### config.mk
export PLATFORM = sky130hd
export DESIGN_NAME = mb8_arbiter
export DESIGN_NICKNAME = d
export VERILOG_FILES = /design/src/rtl/mb8_arbiter.sv
export SDC_FILE = /design/constraint.sdc
export NUM_CORES = 1
export LEC_CHECK = 0
export BUFFER_PORTS_ARGS = -buffer_cell sky130_fd_sc_hd__buf_2
export CORE_MARGIN = 1.5
export CORE_UTILIZATION = 35
export CTS_BUF_LIST = sky130_fd_sc_hd__clkbuf_4 sky130_fd_sc_hd__clkbuf_8
export CTS_CLUSTER_DIAMETER = 200
export DETAILED_ROUTE_END_ITERATION = 10
export PLACE_DENSITY = 0.89
export SLEW_MARGIN = 20
export SYNTH_ARGS = -nofsm -noshare
export SYNTH_HDL_FRONTEND = slang
export SYNTH_SLANG_ARGS = --single-unit
### constraint.sdc
create_clock -name clk -period 1.95 [get_ports clk]
set_clock_uncertainty 0.2 [all_clocks]
set_input_delay 0.39 -clock clk [delete_from_list [all_inputs] [get_ports clk]]
set_output_delay 0.39 -clock clk [all_outputs]
set_load 0.005 [all_outputs]
### src/rtl/mb8_arbiter.sv
// Round-robin arbiter sharing one synchronous 8-bit memory port between NREQ masters, with per-master lock.
// Optional lock watchdog enabled by defining ARB_WDOG_EN (adds the wdog_err output).
module mb8_arbiter #(
  parameter int NREQ = 3,
  parameter int ASZ  = 17,
  parameter int DSZ  = 8,
  parameter int MAXB = 64
) (
  input  logic                clk,
  input  logic                rst_n,
  input  logic [NREQ-1:0]     req,
  input  logic [NREQ-1:0]     lock,
  input  logic [NREQ-1:0]     we,
  input  logic [NREQ*ASZ-1:0] ai,
  input  logic [NREQ*DSZ-1:0] vi,
  output logic [NREQ-1:0]     gnt,
  output logic [NREQ-1:0]     vld,
  output logic [DSZ-1:0]      vo,
  output logic                mb_we,
  output logic [ASZ-1:0]      mb_ai,
  output logic [DSZ-1:0]      mb_vi,
  input  logic [DSZ-1:0]      mb_vo,
  output logic                busy
`ifdef ARB_WDOG_EN
  ,
  output logic                wdog_err
`endif
);

  localparam int IW = $clog2(NREQ);

  typedef enum logic {ST_IDLE, ST_OWN} state_t;

  state_t          r_state;
  logic [IW-1:0]   r_owner;
  logic [IW-1:0]   r_rr;
  logic [NREQ-1:0] r_gnt;
  logic [NREQ-1:0] r_vld;

  logic [ASZ-1:0]  w_ai_arr [NREQ];
  logic [DSZ-1:0]  w_vi_arr [NREQ];
  logic [NREQ-1:0] w_own_mask;
  logic [IW-1:0]   w_succ;
  logic [IW:0]     w_pick_idle;
  logic [IW:0]     w_pick_next;
  logic            w_st_own;
  logic            w_own_req;
  logic            w_own_lock;
  logic            w_others;
  logic            w_release;
  logic            w_preempt;
  logic            w_leave;
  logic            w_fire;

  if (NREQ < 2 || NREQ > 8 || MAXB < 1) begin : g_bad_param
    $error("mb8_arbiter: NREQ must be 2..8 and MAXB at least 1");
  end

  for (genvar gi = 0; gi < NREQ; gi++) begin : g_slice
    assign w_ai_arr[gi] = ai[gi*ASZ +: ASZ];
    assign w_vi_arr[gi] = vi[gi*DSZ +: DSZ];
  end

  // Returns {found, index} of the first set bit of mask at or after start, wrapping.
  function automatic logic [IW:0] f_pick(input logic [NREQ-1:0] mask, input logic [IW-1:0] start);
    logic [IW:0] res;
    int          idx;
    res = '0;
    for (int off = NREQ - 1; off >= 0; off--) begin
      idx = int'(start) + off;
      if (idx >= NREQ) idx = idx - NREQ;
      if (mask[idx]) res = {1'b1, IW'(idx)};
    end
    return res;
  endfunction

  assign w_st_own    = (r_state == ST_OWN);
  assign w_own_mask  = NREQ'(1) << r_owner;
  assign w_succ      = (r_owner == IW'(NREQ - 1)) ? '0 : r_owner + 1'b1;
  assign w_own_req   = req[r_owner];
  assign w_own_lock  = lock[r_owner];
  assign w_others    = |(req & ~w_own_mask);
  assign w_pick_idle = f_pick(req, r_rr);
  assign w_pick_next = f_pick(req & ~w_own_mask, w_succ);

  assign w_release = w_st_own & ~w_own_req;
  assign w_preempt = w_st_own & w_own_req & w_others & (~w_own_lock | w_fire);
  assign w_leave   = w_release | w_preempt;

`ifdef ARB_WDOG_EN
  localparam int CW = $clog2(MAXB + 1);

  logic [CW-1:0] r_wcnt;
  logic          r_wdog_err;
  logic          w_hold;

  assign w_hold = w_st_own & w_own_req & w_own_lock & w_others;
  // A forced preemption waits out a write so the grant never moves under mb_we with lock held.
  assign w_fire = w_hold & (r_wcnt >= CW'(MAXB - 1)) & ~mb_we;

  always_ff @(posedge clk or negedge rst_n) begin
    if (!rst_n) begin
      r_wcnt     <= '0;
      r_wdog_err <= 1'b0;
    end else begin
      r_wdog_err <= w_fire;
      if (w_leave || !w_hold)
        r_wcnt <= '0;
      else if (r_wcnt < CW'(MAXB - 1))
        r_wcnt <= r_wcnt + 1'b1;
    end
  end

  assign wdog_err = r_wdog_err;
`else
  assign w_fire = 1'b0;
`endif

  always_ff @(posedge clk or negedge rst_n) begin
    if (!rst_n) begin
      r_state <= ST_IDLE;
      r_owner <= '0;
      r_rr    <= '0;
      r_gnt   <= '0;
      r_vld   <= '0;
    end else begin
      r_vld <= r_gnt & req & ~we;
      case (r_state)
        ST_IDLE: begin
          if (|req) begin
            r_state <= ST_OWN;
            r_owner <= w_pick_idle[IW-1:0];
            r_gnt   <= NREQ'(1) << w_pick_idle[IW-1:0];
          end
        end
        ST_OWN: begin
          if (w_leave) begin
            r_rr <= w_succ;
            // Hand over directly to the next pending master so there is no idle cycle.
            if (w_pick_next[IW]) begin
              r_owner <= w_pick_next[IW-1:0];
              r_gnt   <= NREQ'(1) << w_pick_next[IW-1:0];
            end else begin
              r_state <= ST_IDLE;
              r_gnt   <= '0;
            end
          end
        end
        default: begin
          r_state <= ST_IDLE;
          r_gnt   <= '0;
        end
      endcase
    end
  end

  assign mb_ai = w_st_own ? w_ai_arr[r_owner] : '0;
  assign mb_vi = w_st_own ? w_vi_arr[r_owner] : '0;
  assign mb_we = |(we & req & r_gnt);
  assign gnt   = r_gnt;
  assign vld   = r_vld;
  assign vo    = mb_vo;
  assign busy  = |r_gnt;

endmodule
Word-level counts from Yosys, hierarchy flattened

Cells that the tools add are included.

Latch bits: 0
Memory bits (read-only): 0
Flip-flop bits (word level): 11
RAM bits: 0
Word-level logic and storage cells: 115
Memories kept: 0
Output and inout bits: 41

$add $sub $neg: 11
Magnitude comparators: 14
Eq/ne operators: 4
Bitwise gates (word level): 16
Multiply operators: 0
Reduce and logical (&&, ||, !) cells: 7
Shift operators: 3
Multiplexer cells: 55
Divide/modulo/power cells: 0

Operators with widths:

| operator                                                                            | count |
|---|---|
| 32-bit by 4-bit < comparator with 1-bit output, second input constant               | 6 |
| 32-bit 2-to-1 mux                                                                   | 6 |
| 17-bit 2-to-1 mux                                                                   | 3 |
| 17-bit binary-select mux with 2-bit select                                          | 1 |
| 8-bit 2-to-1 mux                                                                    | 3 |
| 3-bit 2-to-1 mux                                                                    | 6 |
| 1-bit 2-to-1 mux                                                                    | 17 |
| 1-bit binary-select mux with 2-bit select                                           | 8 |
| 8-bit binary-select mux with 2-bit select                                           | 1 |
| 3-bit by 2-bit subtractor with 4-bit output, second input constant                  | 4 |
| 3-bit bitwise AND                                                                   | 5 |
| 2-bit 2-to-1 mux                                                                    | 7 |
| 3-bit by 2-bit greater-or-equal comparator with 1-bit output, second input constant | 4 |
| 3-bit OR reduction                                                                  | 4 |
| 1-bit by 2-bit left shift with 3-bit output, first input constant                   | 3 |
| 2-bit by 1-bit adder with 3-bit output, second input constant                       | 2 |
| 2-bit by 2-bit adder with 3-bit output, second input constant                       | 2 |
| 3-bit NOT                                                                           | 2 |
| 3-bit one-hot mux with 2 select lines                                               | 1 |
| 2-bit by 2-bit subtractor with 3-bit output, second input constant                  | 2 |
| 1-bit bitwise AND                                                                   | 4 |
| 2-bit greater-or-equal comparator, second input constant                            | 2 |
| 2-bit by 1-bit != test with 1-bit output, second input constant                     | 2 |
| 2-bit one-hot mux with 2 select lines                                               | 1 |
| other kinds (11)                                                                    | 14 |

Depth between registers and ports, before layout

Gate-level depths: netlist of the first run.

Word-level depth: 15
Gate-level depth with buffers: 7
Mapped depth without buffers: 7

Worst setup path after synthesis of the first run

Ideal clock, no wire load.

Path type: flip-flop to output port
Start: register r_owner[0]
End: output port mb_ai[15]
Data required time: 1360 ps
Buffers on the path: 3
Data arrival time: 1370 ps
Stages on the path, launching flop included: 8
Path slack: -10 ps
Cells stage by stage: dfrtp_1 buf_6 buf_2 buf_2 mux2i_1 nor2_1 a21oi_1 nor2_1

Cells in the longest elaborated chain, start to end: 5

Ends and longest elaborated chain:

| element                                               | RTL line | source |
|---|---|---|
| start, declared                                       | 35       | `logic [IW-1:0] r_owner;` |
| start signal, assigned                                | 132      | `r_owner <= w_pick_idle[IW-1:0];` |
| start signal, assigned                                | 141      | `r_owner <= w_pick_next[IW-1:0];` |
| 2-bit NOT with 3-bit output (not written as such)     | 157      | `assign mb_ai = w_st_own ? w_ai_arr[r_owner] : '0;` |
| 17-bit binary-select mux with 2-bit select            | 157      |  |
| 17-bit 2-to-1 mux (not written as such) (2 in series) | 157      |  |
| 17-bit 2-to-1 mux                                     | 157      |  |
| end, declared                                         | 20       | `output logic [ASZ-1:0] mb_ai,` |

No other way between the ends. The select of a mux whose other input is x is not followed.

Final worst setup path of the first run

Start: register r_owner[0]
End: register r_state

Cells in the longest elaborated chain, start to end: 14
Elaborated cells between the ends (all ways): 44

Ends and longest elaborated chain:

| element                                                                                                                            | RTL line | source |
|---|---|---|
| 2-bit by 1-bit adder with 2-bit output / 2-bit equality test (equally long branches)                                               | 79       | `assign w_succ = (r_owner == IW'(NREQ - 1)) ? '0 : r_owner + 1'b1;` |
| 2-bit 2-to-1 mux                                                                                                                   | 79       |  |
| 2-bit by 2-bit adder with 3-bit output                                                                                             | 70       | `idx = int'(start) + off;` |
| 3-bit by 2-bit subtractor with 4-bit output / 3-bit by 2-bit greater-or-equal comparator with 1-bit output (equally long branches) | 71       | `if (idx >= NREQ) idx = idx - NREQ;` |
| 32-bit 2-to-1 mux                                                                                                                  | 71       |  |
| 1-bit binary-select mux with 2-bit select                                                                                          | 72       | `if (mask[idx]) res = {1'b1, IW'(idx)};` |
| 1-bit 2-to-1 mux (not written as such) (2 in series)                                                                               | 72       |  |
| 3-bit 2-to-1 mux (3 in series)                                                                                                     | 72       |  |
| 1-bit 2-to-1 mux                                                                                                                   | 140      | `if (w_pick_next[IW]) begin` |
| 1-bit 2-to-1 mux *                                                                                                                 | 137      | `if (w_leave) begin` |
| 1-bit one-hot mux with 2 select lines *                                                                                            | 128      | `case (r_state)` |
| end signal, assigned                                                                                                               | 131      | `r_state <= ST_OWN;` |
| end signal, assigned                                                                                                               | 144      | `r_state <= ST_IDLE;` |
| end signal, assigned                                                                                                               | 150      | `r_state <= ST_IDLE;` |
| end, declared                                                                                                                      | 34       | `state_t r_state;` |

Mark *: on every way between the ends. The rest lies on a longest branch, timed or not. The select of a mux whose other input is x is not followed.
A chain may end at the register's enable or synchronous reset.

==> summary.txt, run 1 <==
Setup path
  – Worst Setup SP: r_owner[0]
  – Slowest-stage cell, CP: dfrtp_2
  – Crit path cell chain: buf_4 -> nor4b_1 -> a211oi_2 -> a21oi_2 -> buf_4 -> nand2b_4 -> o21ba_2
  – CP most frequent cell: buf_4
  – Crit-path max FO: 7
  – Worst Path Buf+Inv: 2
  – CP required: 1870 ps
  – Crit path DAT: 2070 ps
  – Worst setup path end: r_state
  – Reg2reg path depth: 7
  – Worst reg2reg path startpoint: r_owner[0]
  – Reg2reg end: r_state
  – Setup crit start kind: flop
  – Crit path depth: 7
  – R2r setup slk: -200 ps
  – Kind of critical path: flop to flop
  – Crit-path leading delay family: compound AO/OA/AOI/OAI gates
  – Endpoint type of the worst setup path: flop
  – Max stage delay on crit path: 480 ps

Yosys
  – Synth Net Count: 301
  – Synth Instances: 205
  – Synthesized cell area: 1460 um^2
  – Netlist cell types: 35
  – Syn avg cell area: 7.14 um^2
  – Seq/Total Area, Yosys: 0.188
  – Yosys warns: 0
  – Number of synthesized register bits: 11

Hold path
  – Hold path start: we[1]
  – Hold WC Path Type: primary input to flop
  – Worst hold path depth: 2

GRT
  – Grt ovf: 0
  – Vias in the first global route: 1716
  – Pin count of the biggest net entering global routing: 32
  – Gr usage total: 0.200
  – First-pass GRT wire length: 7.22 mm
  – Initial antenna violation count: 0

Timing
  – Final Hold Vio Count: 0
  – Tmin final: 2150 ps
  – Slew Limit Headroom: 0.726
  – Setup-failing EPs final: 33
  – Worst setup margin: -197 ps
  – Hold slack final: 124 ps
  – Period utilisation layout: 1.10
  – Setup TNS Final: -4930 ps
  – RSZ-0062 raised after global routing: true
  – Pins over their slew limit: 0
  – Fmax: 0.466 GHz
  – Worst-Margin Slew: 406 ps

Routing
  – M1 wire length: 1.98 mm
  – Wire per inst: 13.9 um
  – DR vias/cell: 5.12
  – DR pass1 iterations: 4
  – Via count: 1924
  – Routed WL: 5.23 mm
  – ANT nets after route: 0
  – Metal3 WL: 348 um
  – Met2 routed WL: 2.84 mm
  – Max layer used: met4
  – Starting DRT DRC Count: 139
  – Drt drc: 0

Layout
  – FILL cells: 342
  – Antenna diodes: 0
  – Area growth from synthesis to layout: 59.2%
  – Share of cells above drive strength 1: 0.512
  – Post-layout util: 0.583
  – Layout net count: 423

Place
  – I/O Buffers: 118
  – DPL Wire Length: 3.67 mm
  – Final GP Congestion: 0.888

Clock tree
  – TritonCTS clock tree: yes
  – H-Tree Depth: 1
  – Max Buffers Root-to-Sink: 2
  – Clk sink count: 11
  – Clock transition at path regs: 50 ps
  – CTS Buf Count: 3
  – Clk_lat worst skew: 240 ps
  – CTS Root Cell: clkbuf_8

Die
  – Initial Util: 0.366
  – Core outline area: 4000 um^2
  – I/O pins: 135
  – Total Die Area: 4580 um^2
  – Die width: 67.7 um
  – Die Y: 67.7 um
  – Rows: 23

Power and ir drop
  – PD cells: 1350 nW/um^2
  – P_leak: 1.26 nW
  – Max rail drop VDD: 0.000529 V

Status
  – Status: finished with violations
  – Failing checks: setup timing

Flow run
  – Max cap viols: 0
==> registers in the layout, summed over array words and instances (netlist names) <==
name,count
r_rr,2
r_owner,2
gnt,3
vld,3
r_state,1
==> metal layers <==
metal  vias up  GRT usage
met5         -          0
met4         0     0.0612
met3         9     0.0217
met2        99      0.415
met1       876      0.203
li1        940          -
==> worst min-delay path by stage <==
stage	to	slack, ps
2_1_floorplan	gnt[0]	-110
3_5_place_dp	vld[2]	70
6_report	vld[1]	120
5_1_grt	vld[1]	110
4_1_cts	vld[1]	120
3_3_place_gp	vld[1]	70
==> per-stage QoR <==
| stage | total power, mW | worst slack (ps) | cell area (um^2) | instances |
|---|---|---|---|---|
| finish | 3.15 | -197 | 2330 | 376 |
| global route | 3.39 | -240 | 2330 | 376 |
| CTS | 2.86 | -111 | 2210 | 372 |
| detailed placement | 2.53 | -48.7 | 2110 | 364 |
| global placement | 2.46 | 39.9 | 2110 | 364 |
| floorplan | 1.77 | 12.0 | 1470 | 205 |
==> placed cells by master, fill, tap and decap left out, types with 2 or more instances in the layout <==
| cell type | instances |
|---|---|
| mux2i_2 | 2 |
| dfrtp_1 | 10 |
| inv_1 | 7 |
| a21oi_1 | 30 |
| buf_4 | 16 |
| a21oi_2 | 2 |
| nor2_1 | 56 |
| a22oi_2 | 2 |
| buf_12 | 3 |
| mux2_4 | 4 |
| buf_2 | 118 |
| o21ai_2 | 3 |
| nand2_1 | 10 |
| nand3_1 | 5 |
| mux2i_1 | 24 |
| clkbuf_8 | 3 |
| buf_6 | 2 |
| clkbuf_16 | 2 |
| ha_1 | 2 |
| o31ai_4 | 2 |
| o21ai_0 | 2 |
==> power breakdown <==
part	leakage (nW)	switching (mW)	total, mW	internal, mW
logic	1.10	1.21	2.48	1.27
clock network	0.0262	0.0845	0.242	0.157
registers	0.139	0.119	0.427	0.308
total	1.26	1.42	3.15	1.73
==> area by class of cell <==
type / count / area (um^2) / share of cell area
multi-input cells: 162 / 1060 / 0.456
repair buffers: 142 / 853 / 0.366
flip-flops and latches: 11 / 277 / 0.119
well taps: 50 / 62.6 / 0.0268
clock buffers: 4 / 48.8 / 0.0209
inverters: 7 / 26.3 / 0.0113
==> repair_timing <==
action / 4_1_cts / 5_1_grt
setup buffers: 3 / 2
setup endpoints to repair: 30 / 33
cloned: 0 / 2
hold buffers: 1 / 0
resized for setup: 4 / 12
endpoints found under the hold margin: 11 / 0
pin swaps: 0 / 5
==> worst reg2reg max path, cell delays in order (launching register included) <==
cell      delay (ps)
dfrtp_2          480
buf_4            170
nor4b_1          150
a211oi_2         350
a21oi_2          120
buf_4            160
nand2b_4         170
o21ba_2          230
==> Yosys cell counts, drive strengths merged <==
master	instances	area share
nor2	56	0.14
a21oi	32	0.11
mux2i	26	0.18
buf	18	0.093
dfrtp	11	0.19
nand2	10	0.026
clkbuf	7	0.018
inv	7	0.018
o21ai	6	0.021
nand3	5	0.017
mux2	4	0.038
a22oi	2	0.017
ha	2	0.017
nand2b	2	0.0085
nor2b	2	0.014
nor4b	2	0.012
o31ai	2	0.010
a211oi	1	0.0085
a21o	1	0.0051
a22o	1	0.0060
a32o	1	0.0068
nor4	1	0.0043
o21a	1	0.0051
o21ba	1	0.0068
o221a	1	0.0077
o2bb2ai	1	0.0060
o32ai	1	0.0060
or3	1	0.0043
==> cell families after synthesis <==
group | count (synthesis) | synth area share
simple gates | 79 | 0.229
compound gates | 51 | 0.221
buf+inv | 32 | 0.129
mux | 30 | 0.216
flops | 11 | 0.188
fa+ha+maj | 2 | 0.0171
(Power assumes the default switching activity.)
==> inputs of run 2 (changes only) <==
CTS_BUF_LIST = sky130_fd_sc_hd__clkbuf_8   (was sky130_fd_sc_hd__clkbuf_4 sky130_fd_sc_hd__clkbuf_8)
==> summary.txt, run 2 (synthesized netlist as in run 1, its figures left out) <==
Power and ir drop
  – Sequential share of power: 0.137 (was 0.136)
  – Clock power share: 0.073 (was 0.077)
  – PD cells: 1340 nW/um^2 (was 1350 nW/um^2)
  – Sw frac: 0.451 (was 0.450)
  – P_leak: 1.26 nW (about the same)
  – Pint: 1.72 mW (was 1.73 mW)
  – Switch Pwr: 1.41 mW (was 1.42 mW)
  – Max rail drop VDD: 0.000530 V (was 0.000529 V)
  – Combinational Power Share: 0.790 (was 0.788)

Die
  – I/O pins: 135 (unchanged)
  – Die Y: 67.7 um (unchanged)
  – Die width: 67.7 um (unchanged)
  – Core outline area: 4000 um^2 (unchanged)
  – Initial Util: 0.366 (unchanged)
  – Rows: 23 (unchanged)
  – Total Die Area: 4580 um^2 (unchanged)

Setup path
  – Worst reg2reg path startpoint: r_owner[0] (unchanged)
  – Crit-path max FO: 7 (unchanged)
  – Reg2reg path depth: 7 (unchanged)
  – CP required: 1900 ps (was 1870 ps)
  – Reg2reg end: r_rr[0] (was r_state)
  – Endpoint type of the worst setup path: flop (unchanged)
  – Crit path DAT: 2080 ps (was 2070 ps)
  – Setup crit start kind: flop (unchanged)
  – Kind of critical path: flop to flop (unchanged)
  – R2r setup slk: -180 ps (was -200 ps)

Place
  – Cell total after placement: 364 (unchanged)
  – Final GP Congestion: 0.888 (unchanged)
  – I/O Buffers: 118 (unchanged)
  – DPL Wire Length: 3.67 mm (unchanged)
  – Placed inst area: 2110 um^2 (unchanged)

Clock tree
  – Clk_lat worst skew: 240 ps (about the same)
  – CTS Root Cell: clkbuf_8 (unchanged)
  – Max Buffers Root-to-Sink: 2 (unchanged)
  – H-Tree Depth: 1 (unchanged)
  – TritonCTS clock tree: yes (unchanged)
  – Clock transition at path regs: 50 ps (about the same)
  – CTS Buf Count: 3 (unchanged)
  – Clk sink count: 11 (unchanged)

Timing
  – RSZ-0062 raised after global routing: true (unchanged)
  – Tmin final: 2130 ps (was 2150 ps)
  – Setup-failing EPs final: 33 (unchanged)
  – Hold slack final: 111 ps (was 124 ps)
  – Setup TNS Final: -4770 ps (was -4930 ps)
  – Pins over their slew limit: 0 (unchanged)
  – Period utilisation layout: 1.09 (was 1.10)
  – Final Hold Vio Count: 0 (unchanged)
  – Fmax: 0.469 GHz (was 0.466 GHz)
  – Slew Limit Headroom: 0.740 (was 0.726)
  – Worst setup margin: -181 ps (was -197 ps)
  – Worst-Margin Slew: 389 ps (was 406 ps)

GRT
  – Gr usage total: 0.198 (was 0.200)
  – Vias in the first global route: 1687 (was 1716)
  – Pin count of the biggest net entering global routing: 32 (unchanged)
  – Initial antenna violation count: 0 (unchanged)
  – Grt ovf: 0 (unchanged)
  – First-pass GRT wire length: 7.16 mm (was 7.22 mm)

Layout
  – Final Cell Area: 2330 um^2 (about the same)
  – Register area: 277 um^2 (unchanged)
  – Leading cell type in the layout, fill and taps excluded: buf_2 (unchanged)
  – Layout net count: 423 (unchanged)
  – Area growth from synthesis to layout: 59.0% (was 59.2%)
  – Share of cells above drive strength 1: 0.509 (was 0.512)
  – Antenna diodes: 0 (unchanged)
  – Multi-input logic area: 1060 um^2 (unchanged)
  – FILL cells: 344 (was 342)
  – Post-layout util: 0.582 (was 0.583)
  – Finished Layout Cells: 376 (unchanged)
  – Commonest non-fill, non-tap cells in the layout: buf_2, nor2_1, a21oi_1, mux2i_1, buf_4 (unchanged)

Flow run
  – Max cap viols: 0 (unchanged)

Status
  – Failing checks: setup timing (unchanged)
  – Status: finished with violations (unchanged)

Routing
  – Wire per inst: 13.6 um (was 13.9 um)
  – Routed WL: 5.10 mm (was 5.23 mm)
  – DR pass1 iterations: 4 (unchanged)
  – Starting DRT DRC Count: 166 (was 139)
  – Via count: 1923 (was 1924)
  – Drt drc: 0 (unchanged)
  – ANT nets after route: 0 (unchanged)
  – DR vias/cell: 5.11 (was 5.12)

Hold path
  – Hold path start: we[2] (was we[1])
  – Hold WC Path Type: primary input to flop (unchanged)
  – Worst hold path depth: 2 (unchanged)
  – Worst Hold End: vld[2] (was vld[1])
## run 2: cell types whose count changed in the layout (fill, tap and decap cells not counted)
cell      delta
clkbuf_4     -1
inv_1        +1
## run 2: worst max path at each step
| stage | startpoint | endpoint | slack, ps | cells past startpoint |
|---|---|---|---|---|
| finish | r_owner[0] | r_rr[0] | -180 | 7 |
| global route | r_owner[0] | r_rr[0] | -250 | 7 |
| CTS | r_owner[0] | mb_vi[6] | -110 | 6 |
| detailed placement | req[1] | gnt[0] | -50 | 6 |
| global placement | req[1] | gnt[0] | 40 | 6 |
| floorplan | req[1] | gnt[0] | 10 | 6 |
## run 2: area by class of cell
| cell class | instances | area share |
|---|---|---|
| Clock buffer | 3 | 0.0177 |
| Clock inverter | 1 | 0.00161 |
| Inverter | 7 | 0.0113 |
| Multi-Input combinational cell | 162 | 0.457 |
| Sequential cell | 11 | 0.119 |
| Tap cell | 50 | 0.0269 |
| Timing Repair Buffer | 142 | 0.367 |
## run 2: per-layer routing
layer	vias to the layer above	track usage	share of wire
met5	-	0	0
met4	0	0.0434	0.0090
met3	5	0.0167	0.063
met2	95	0.418	0.54
met1	886	0.205	0.39
li1	937	-	-
## run 2: worst max-delay path: stages (launching register included)
cell	delay [ps]
dfrtp_2	480
buf_4	160
mux2_4	290
a22oi_2	220
a21oi_2	100
buf_4	170
nand2b_4	170
o31ai_4	240
## run 2: timing repair
action	4_1_cts	5_1_grt
hold buffers	1	0
gates cloned	0	2
resized for setup	3	13
buffers inserted	3	2
pin swaps	0	5
endpoints found under the setup margin	30	33
hold endpoints to repair	11	0
## run 2: metrics by stage
stage	worst slack (ps)	total power [mW]
2_1_floorplan	12.0	1.77
3_3_place_gp	39.9	2.46
3_5_place_dp	-48.7	2.53
4_1_cts	-111	2.83
5_1_grt	-254	3.36
6_report	-181	3.12
## run 2: power groups by stage
stage | Clock (mW) | Combinational [mW] | Sequential [mW]
final | 0.227 | 2.47 | 0.428
after global routing | 0.236 | 2.68 | 0.442
after CTS | 0.223 | 2.20 | 0.407
after detailed placement | 0 | 2.11 | 0.422
after global placement | 0 | 2.05 | 0.412
after floorplan | 0 | 1.40 | 0.368
==> inputs of run 3 (changes only) <==
CELL_PAD_IN_SITES_DETAIL_PLACEMENT = 1   (was not set)
CELL_PAD_IN_SITES_GLOBAL_PLACEMENT = 2   (was not set)
CORE_UTILIZATION = 16   (was 35)
PLACE_DENSITY = 0.88   (was 0.89)
==> summary.txt, run 3 (synthesized netlist as in run 1, its figures left out) <==
Setup path
  – R2r setup slk: -170 ps (was -180 ps)
  – Worst reg2reg path startpoint: r_owner[0] (unchanged)
  – Reg2reg end: gnt[1] (was r_rr[0])
  – Worst setup path end: gnt[1] (was r_rr[0])
  – Setup crit start kind: flop (unchanged)
  – Worst Setup SP: r_owner[0] (unchanged)
  – Endpoint type of the worst setup path: flop (unchanged)
  – CP required: 1880 ps (was 1900 ps)
  – Crit-path max FO: 5 (was 7)
  – Crit path DAT: 2050 ps (was 2080 ps)
  – Reg2reg path depth: 7 (unchanged)
  – Kind of critical path: flop to flop (unchanged)

GRT
  – Vias in the first global route: 1991 (was 1687)
  – Grt ovf: 0 (unchanged)
  – Gr usage total: 0.112 (was 0.198)
  – Pin count of the biggest net entering global routing: 24 (was 32)
  – First-pass GRT wire length: 8.96 mm (was 7.16 mm)
  – Initial antenna violation count: 0 (unchanged)

Die
  – Die width: 98.7 um (was 67.7 um)
  – I/O pins: 135 (unchanged)
  – Initial Util: 0.166 (was 0.366)
  – Total Die Area: 9730 um^2 (was 4580 um^2)
  – Die Y: 98.7 um (was 67.7 um)
  – Rows: 34 (was 23)
  – Core outline area: 8810 um^2 (was 4000 um^2)

Routing
  – Via count: 1882 (was 1923)
  – DR pass1 iterations: 9 (was 4)
  – ANT nets after route: 0 (unchanged)
  – Routed WL: 5.77 mm (was 5.10 mm)
  – DR vias/cell: 4.35 (was 5.11)
  – Wire per inst: 13.3 um (was 13.6 um)
  – Drt drc: 2 (was 0)
  – Starting DRT DRC Count: 21 (was 166)

Clock tree
  – CTS Root Cell: clkbuf_8 (unchanged)
  – Clk sink count: 11 (unchanged)
  – Clk_lat worst skew: 240 ps (about the same)
  – H-Tree Depth: 1 (unchanged)
  – Clock transition at path regs: 50 ps (about the same)
  – Max Buffers Root-to-Sink: 2 (unchanged)
  – TritonCTS clock tree: yes (unchanged)
  – CTS Buf Count: 3 (unchanged)

Hold path
  – Hold WC Path Type: primary input to flop (unchanged)

Layout
  – Layout net count: 422 (was 423)
  – Finished Layout Cells: 433 (was 376)
  – Commonest non-fill, non-tap cells in the layout: buf_2, nor2_1, a21oi_1, mux2i_1, buf_4 (unchanged)
  – Area growth from synthesis to layout: 57.7% (was 59.0%)
  – Antenna diodes: 0 (unchanged)
  – Share of cells above drive strength 1: 0.492 (was 0.509)
  – Leading cell type in the layout, fill and taps excluded: buf_2 (unchanged)
  – FILL cells: 1106 (was 344)

Status
  – Status: finished with violations (unchanged)
  – Failing checks: DRC, setup timing (was setup timing)

Power and ir drop
  – P_leak: 1.23 nW (was 1.26 nW)
  – Max rail drop VDD: 0.000296 V (was 0.000530 V)
  – PD cells: 1270 nW/um^2 (was 1340 nW/um^2)

Timing
  – Pins over their slew limit: 0 (unchanged)
  – Worst setup margin: -174 ps (was -181 ps)
  – Period utilisation layout: 1.09 (about the same)
  – Hold slack final: 111 ps (about the same)
  – Fmax: 0.471 GHz (was 0.469 GHz)
  – Worst-Margin Slew: 333 ps (was 389 ps)
  – Final Hold Vio Count: 0 (unchanged)
  – Slew Limit Headroom: 0.775 (was 0.740)
  – Setup-failing EPs final: 33 (unchanged)
  – RSZ-0062 raised after global routing: true (unchanged)
  – Tmin final: 2120 ps (was 2130 ps)

Flow run
  – Max cap viols: 0 (unchanged)

Place
  – I/O Buffers: 118 (unchanged)
  – Cell total after placement: 424 (was 364)
  – Final GP Congestion: 0.754 (was 0.888)
  – DPL Wire Length: 4.68 mm (was 3.67 mm)
-- run 3: cell types whose count changed in the layout (fill, tap and decap cells not counted) --
cell / previous run / this run
buf_4: 16 / 19
buf_6: 2 / 0
clkbuf_16: 2 / 0
o21ai_0: 2 / 4
o21ai_2: 3 / 1
o31ai_1: 0 / 2
o31ai_4: 2 / 0
dfrtp_1: 10 / 9
dfrtp_2: 1 / 2
mux2_1: 0 / 1
mux2_4: 4 / 3
mux2i_1: 24 / 25
mux2i_2: 2 / 1
-- run 3: how the worst min path moves through the flow --
stage | cells after the start | slack [ps] | endpoint | startpoint
floorplan | 0 | -110 | gnt[0] | rst_n
global placement | 1 | 80 | vld[2] | rst_n
detailed placement | 1 | 80 | vld[2] | rst_n
CTS | 2 | 110 | vld[0] | we[0]
global route | 2 | 110 | vld[0] | we[0]
finish | 2 | 110 | vld[0] | we[0]
-- run 3: repair_timing --
action / in CTS / in global routing
hold endpoints to repair: 11 / 0
resized for setup: 4 / 4
hold buffers: 1 / 0
setup endpoints to repair: 28 / 33
buffers inserted: 3 / 1
pin swaps: 1 / 0
-- run 3: worst max-delay path, stage by stage, from the launching register on --
cell and delay (ps):
dfrtp_2 480, buf_4 170, mux2_4 300, a22oi_2 180
a21oi_2 100, a21o_1 230, buf_4 140, a22o_1 210
-- run 3: metrics by stage --
stage / total power, mW / instance area (um^2) / TNS (ps) / utilization / setup slack, ps
2_1_floorplan: 1.77 / 1470 / 0 / - / 12.0
3_3_place_gp: 2.55 / 2190 / 0 / 0.249 / 4.25
3_5_place_dp: 2.60 / 2190 / -174 / 0.249 / -97.7
4_1_cts: 2.92 / 2280 / -3230 / 0.259 / -137
5_1_grt: 3.22 / 2310 / -6280 / 0.262 / -236
6_report: 2.92 / 2310 / -3080 / 0.262 / -174
-- run 3: area by class of cell --
| cell class | count | area [um^2] | share of cell area |
|---|---|---|---|
| Clock buffer | 3 | 41.3 | 0.0179 |
| Clock inverter | 1 | 3.75 | 0.00163 |
| Inverter | 7 | 26.3 | 0.0114 |
| Multi-Input combinational cell | 162 | 1020 | 0.442 |
| Sequential cell | 11 | 278 | 0.120 |
| Tap cell | 108 | 135 | 0.0585 |
| Timing Repair Buffer | 141 | 803 | 0.348 |
-- run 3: routing by layer --
metal / routed length (um) / part of all wire / track usage
met1: 2290 / 0.40 / 0.118
met2: 3050 / 0.53 / 0.230
met3: 349 / 0.061 / 0.0199
met4: 71 / 0.012 / 0.0220
met5: 0 / 0 / 0
-- run 3: power breakdown --
group          internal (mW)  switching [mW]  leakage, nW
combinational           1.14            1.14         1.06
sequential             0.310           0.116        0.138
clock                  0.138          0.0854       0.0269
